## src/rtl/countdown_pkg.sv

```systemverilog
// Shared types and defaults for the seg7 countdown controller.
package countdown_pkg;

   // Controller states.
   typedef enum logic [1:0] {
      IDLE,
      RUN,
      PAUSE,
      DONE
   } cd_state_t;

   // Default clk cycles per decrement (1 s at 100 MHz).
   localparam int unsigned DEFAULT_PRESCALE = 100_000_000;

endpackage : countdown_pkg

```

## src/rtl/down_counter_core.sv

```systemverilog
// Loadable WIDTH-bit down counter that saturates at zero instead of wrapping.
module down_counter_core #(
   parameter int unsigned WIDTH = 32
) (
   input  logic             clk,
   input  logic             reset,
   input  logic             load,
   input  logic [WIDTH-1:0] load_value,
   input  logic             dec,
   output logic [WIDTH-1:0] value
);

   // Count register: load has priority over decrement; decrement stops at 0.
   // NOTE: sequential state uses non-blocking (<=) so every flop samples pre-edge values.
   always_ff @(posedge clk) begin
      if (reset) begin
         value <= '0;
      end else if (load) begin
         value <= load_value;
      end else if (dec && (value != '0)) begin
         value <= value - WIDTH'(1);
      end
   end

endmodule : down_counter_core

```

## src/rtl/countdown_ctrl.sv

```systemverilog
// Countdown sequencer: FSM plus prescaler that drives the down counter core.
// A prescaler step is taken on every edge that leaves the FSM in RUN, except
// start; the edge that enters PAUSE freezes the prescaler and drops any tick.
module countdown_ctrl
   import countdown_pkg::*;
#(
   parameter int unsigned WIDTH    = 32,
   parameter int unsigned PRESCALE = DEFAULT_PRESCALE
) (
   input  logic             clk,
   input  logic             reset,
   input  logic             start,
   input  logic             pause,
   input  logic             abort,
   input  logic [WIDTH-1:0] init_data,
   output logic [WIDTH-1:0] count,
   output logic             running,
   output logic             paused,
   output logic             done,
   output logic             expired
);

   localparam int unsigned     PS_W    = $clog2(PRESCALE);
   localparam logic [PS_W-1:0] PS_LAST = PS_W'(PRESCALE - 1);

   cd_state_t        state, state_next;
   logic [PS_W-1:0]  presc, presc_next;
   logic             done_next;
   logic             load;
   logic [WIDTH-1:0] load_value;
   logic             dec;
   logic             run_step;

   down_counter_core #(
      .WIDTH (WIDTH)
   ) u_core (
      .clk        (clk),
      .reset      (reset),
      .load       (load),
      .load_value (load_value),
      .dec        (dec),
      .value      (count)
   );

   // State, prescaler and done-pulse registers.
   // NOTE: reset is synchronous active-high, matching the rest of this board codebase.
   always_ff @(posedge clk) begin
      if (reset) begin
         state <= IDLE;
         presc <= '0;
         done  <= 1'b0;
      end else begin
         state <= state_next;
         presc <= presc_next;
         done  <= done_next;
      end
   end

   // Next-state logic in priority order abort > start > pause > tick.
   // NOTE: every signal gets a default first so no path leaves it unassigned (no latches).
   always_comb begin
      state_next = state;
      presc_next = presc;
      done_next  = 1'b0;
      load       = 1'b0;
      load_value = init_data;
      dec        = 1'b0;
      run_step   = 1'b0;

      if (abort) begin
         state_next = IDLE;
         presc_next = '0;
         load       = 1'b1;
         load_value = '0;
      end else if (start) begin
         presc_next = '0;
         load       = 1'b1;
         if (init_data != '0) begin
            state_next = RUN;
         end else begin
            state_next = DONE;
            done_next  = 1'b1;
         end
      end else begin
         if (state == RUN && pause) begin
            state_next = PAUSE;
         end
         run_step = (state == RUN && !pause) || (state == PAUSE && pause);
         if (run_step) begin
            state_next = RUN;
            if (presc == PS_LAST) begin
               presc_next = '0;
               dec        = 1'b1;
               if (count == WIDTH'(1)) begin
                  state_next = DONE;
                  done_next  = 1'b1;
               end
            end else begin
               presc_next = presc + PS_W'(1);
            end
         end
      end
   end

   // Status outputs decode the state register directly.
   assign running = (state == RUN);
   assign paused  = (state == PAUSE);
   assign expired = (state == DONE);

endmodule : countdown_ctrl

```

## config.mk

```make
export PLATFORM = sky130hd
export DESIGN_NAME = countdown_ctrl
export DESIGN_NICKNAME = d
export VERILOG_FILES = /design/src/rtl/countdown_pkg.sv /design/src/rtl/down_counter_core.sv /design/src/rtl/countdown_ctrl.sv
export SDC_FILE = /design/constraint.sdc
export NUM_CORES = 1
export LEC_CHECK = 0
export ABC_CLOCK_PERIOD_IN_PS = 3300
export CAP_MARGIN = 20
export CORE_UTILIZATION = 52
export CTS_CLUSTER_DIAMETER = 50
export CTS_CLUSTER_SIZE = 28
export DETAILED_ROUTE_END_ITERATION = 8
export PLACE_DENSITY = 0.85
export SETUP_SLACK_MARGIN = 0.02
export SYNTH_ARGS = -nofsm -noshare
export SYNTH_HDL_FRONTEND = slang
export SYNTH_SLANG_ARGS = --single-unit
```

## constraint.sdc

```tcl
create_clock -name clk -period 3.3 [get_ports clk]
set_input_delay 0.66 -clock clk [delete_from_list [all_inputs] [get_ports clk]]
set_output_delay 0.66 -clock clk [all_outputs]
set_load 0.02 [all_outputs]
```

==> results.sh <==
export IMPL_grt_overflow_total=0
export IMPL_grt_pass1_wl_um=18520
export IMPL_cellPowerDensity_nw_per_um2=429.0
export IMPL_yosysUniqueCellTypes=58
export IMPL_final_common_cell="clkdlybuf4s50_1"
export IMPL_finalHoldViolations=0
export IMPL_totalWireLength_um=11570
export IMPL_h_tree_depth=3
export IMPL_synthMuxAreaShare_pct=0.5519
export IMPL_synth_edff_count=0
export IMPL_synth_cells=475
export IMPL_num_rows=30
export IMPL_power_total_uw=2007
export IMPL_wl_per_cell_um=18.22
export IMPL_synth_xor_area_share_pct=7.244
export IMPL_dominantRegCellSynth="dfxtp_1"
export IMPL_crit_family="simple AND/OR/NAND/NOR gates"
export IMPL_ctsHoldBuffers=0
export IMPL_tns_ps=0
export IMPL_first_pass_iters=6
export IMPL_grt_usage_pct=31.90
export IMPL_placement_io_buffers=72
export IMPL_synth_top_family_by_area="simple AND/OR/NAND/NOR gates"
export IMPL_grt_pass1_vias=3857
export IMPL_hpwl_um=8360
export IMPL_tightest_slew_ps=683.6
export IMPL_worstPathArrival_ps=3290
export IMPL_cp_required_ps=3540
export IMPL_root_buffer="clkbuf_8"
export IMPL_die_x_um=85.52
export IMPL_cts_max_path_buffers=2
export IMPL_cellLeakagePower_uw=0.001610
export IMPL_drtIter0Drc=480
export IMPL_synth_compound_area_share_pct=17.87
export IMPL_yosysWarningCount=0
export IMPL_seq_area_frac_synth_pct=34.22
export IMPL_place_congestion=0.9122
export IMPL_numCtsBuffers=9
export IMPL_num_antenna_cells=0
export IMPL_relSlewSlack_pct=54.01
export IMPL_holdWs_ps=528.6
export IMPL_ctsResizeCount=0
export IMPL_nNetsFinal=590
export IMPL_path_buf_inv=1
export IMPL_crit_path_top_delay_cell="or4_1"
export IMPL_area_growth_pct=28.98
export IMPL_synthArstFlopShare_pct=0
export IMPL_vias=4125
export IMPL_setup_violations=0
export IMPL_die_y_um=85.52
export IMPL_vias_per_cell=6.496
export IMPL_crit_fanout=12
export IMPL_antenna_left=0
export IMPL_status="finished clean"
export IMPL_yosys_area_share_simple_pct=35.60
export IMPL_clk_pin_slew_ps=70
export IMPL_crit_chain="or4_1 > or4_4 > or4_4 > a21o_1 > buf_4 > a21oi_1 > a211oi_1"
export IMPL_start_kind="flop"
export IMPL_drive_gt1_share_pct=7.748
export IMPL_synth_fa_ha_area_share_pct=1.035
export IMPL_cts_sinks=62
export IMPL_start_util_pct=53.69
export IMPL_slowest_delay_ps=690
export IMPL_die_area_sq_um=7314
export IMPL_postSynthAreaPerCell_sq_um=7.636
export IMPL_hold_path_class="reg -> reg"
export IMPL_post_route_period_util_pct=92.48
export IMPL_ios=73
export IMPL_synth_fp_nets=515
export IMPL_postCtsSetupRepairBufs=0
export IMPL_min_period_ps=3052
export IMPL_vdd_drop_max_v=0.0003174
export IMPL_rsz0062_at_grt="false"
export IMPL_crit_type="reg -> reg"
export IMPL_max_cap_viol_count=0
export IMPL_drc=0
export IMPL_antenna_found_initial=0
export IMPL_mostFrequentLayoutCells="clkdlybuf4s50_1 (72), nor2_1 (62), dfxtp_1 (62)"
export IMPL_cp_end_kind="flop"
export IMPL_cpMostUsedCell="or4_4"
export IMPL_core_area_sq_um=6756
export IMPL_final_max_slew_viol_count=0
export IMPL_ys_seq_elements=62
export IMPL_cts_tree="built"
export IMPL_fin_worst_skew_ps=11.69
export IMPL_syn_cell_area_sq_um=3627
export IMPL_grt_max_degree=32
export IMPL_clock_latency_ps=350
export IMPL_fmax_mhz=327.7
-- report_power, final --
part / internal (uW) / switching [uW] / leakage [uW]
registers: 769 / 35.3 / 0.000503
clock network: 444 / 310 / 0.000110
logic: 191 / 257 / 0.000997
-- flip-flops by register name, summed over array words and instances (netlist names) --
signal,flops
u_core.value,32
presc,27
state,2
done,1
-- metrics by stage --
step | cells | utilization [%] | instance area, sq um | setup WS [ps]
floorplan | 475 | - | 3627 | 366.2
global placement | 619 | 66.06 | 4463 | 322.7
detailed placement | 619 | 66.06 | 4463 | 230.2
CTS | 635 | 69.24 | 4678 | 283.6
global route | 635 | 69.24 | 4678 | 166.0
finish | 635 | 69.24 | 4678 | 248.2
-- path summary, 6_finish.rpt --
| kind | start | endpoint | slack (ps) | depth (start not counted) |
|---|---|---|---|---|
| min reg2reg | u_core.value[30] | u_core.value[30] | 530 | 2 |
| max | u_core.value[24] | u_core.value[19] | 250 | 7 |
| min | u_core.value[30] | u_core.value[30] | 530 | 2 |
| max reg2reg | u_core.value[24] | u_core.value[19] | 250 | 7 |
-- cell usage after synthesis, types with 3 or more instances --
| library cell | count | share of area [%] |
|---|---|---|
| dfxtp_1 | 62 | 34 |
| nor2_1 | 62 | 6.4 |
| nand2_1 | 49 | 5.1 |
| nor3_1 | 32 | 4.4 |
| a21oi_1 | 26 | 3.6 |
| o21ai_0 | 24 | 3.3 |
| clkbuf_1 | 18 | 1.9 |
| xnor2_1 | 18 | 4.3 |
| nor4_1 | 17 | 2.9 |
| nand3_1 | 14 | 1.9 |
| nand4_1 | 12 | 2.1 |
| xor2_1 | 12 | 2.9 |
| and3_1 | 11 | 1.9 |
| or4_1 | 9 | 1.9 |
| a211oi_1 | 7 | 1.4 |
| inv_1 | 6 | 0.62 |
| nor4b_1 | 6 | 1.4 |
| o211ai_1 | 6 | 1.2 |
| a21o_1 | 5 | 1.0 |
| or2_2 | 5 | 0.86 |
| or3_1 | 5 | 0.86 |
| a22oi_1 | 4 | 0.83 |
| a32o_1 | 4 | 1.1 |
| and2_1 | 4 | 0.69 |
| o31ai_1 | 4 | 0.83 |
| a31oi_1 | 3 | 0.52 |
| and4_1 | 3 | 0.72 |
| ha_1 | 3 | 1.0 |
| nand3b_1 | 3 | 0.62 |
| nor3b_1 | 3 | 0.62 |
| o22ai_1 | 3 | 0.52 |
-- worst min-delay path, cell delays in order, from the launching register on --
cell      delay, ps
dfxtp_1         340
o21ai_0          80
a211oi_1         60
-- cell families after synthesis --
kind of cell	count (synthesis)
AND/OR/NAND/NOR	248
AO/OA/AOI/OAI	101
flip-flops	62
XOR/XNOR	30
buffers and inverters	29
adder cells (fa/ha/maj)	3
multiplexers	2
-- layout make-up --
type | instances | area, sq um
clock buffers | 12 | 145.1
clock inverters | 4 | 70.07
fillers | 557 | 2078
inverters | 6 | 22.52
multi-input cells | 384 | 2266
flip-flops and latches | 62 | 1241
well taps | 80 | 100.1
repair buffers | 87 | 833.3
-- layer usage --
metal | wire, um | up-vias | track usage (%)
li1 | - | 1902 | -
met3 | 1178 | 51 | 6.545
met5 | 0 | - | 0
met2 | 5617 | 269 | 54.18
met1 | 4306 | 1903 | 37.89
met4 | 466 | 0 | 17.27
Power figures use the tool's default switching activity.
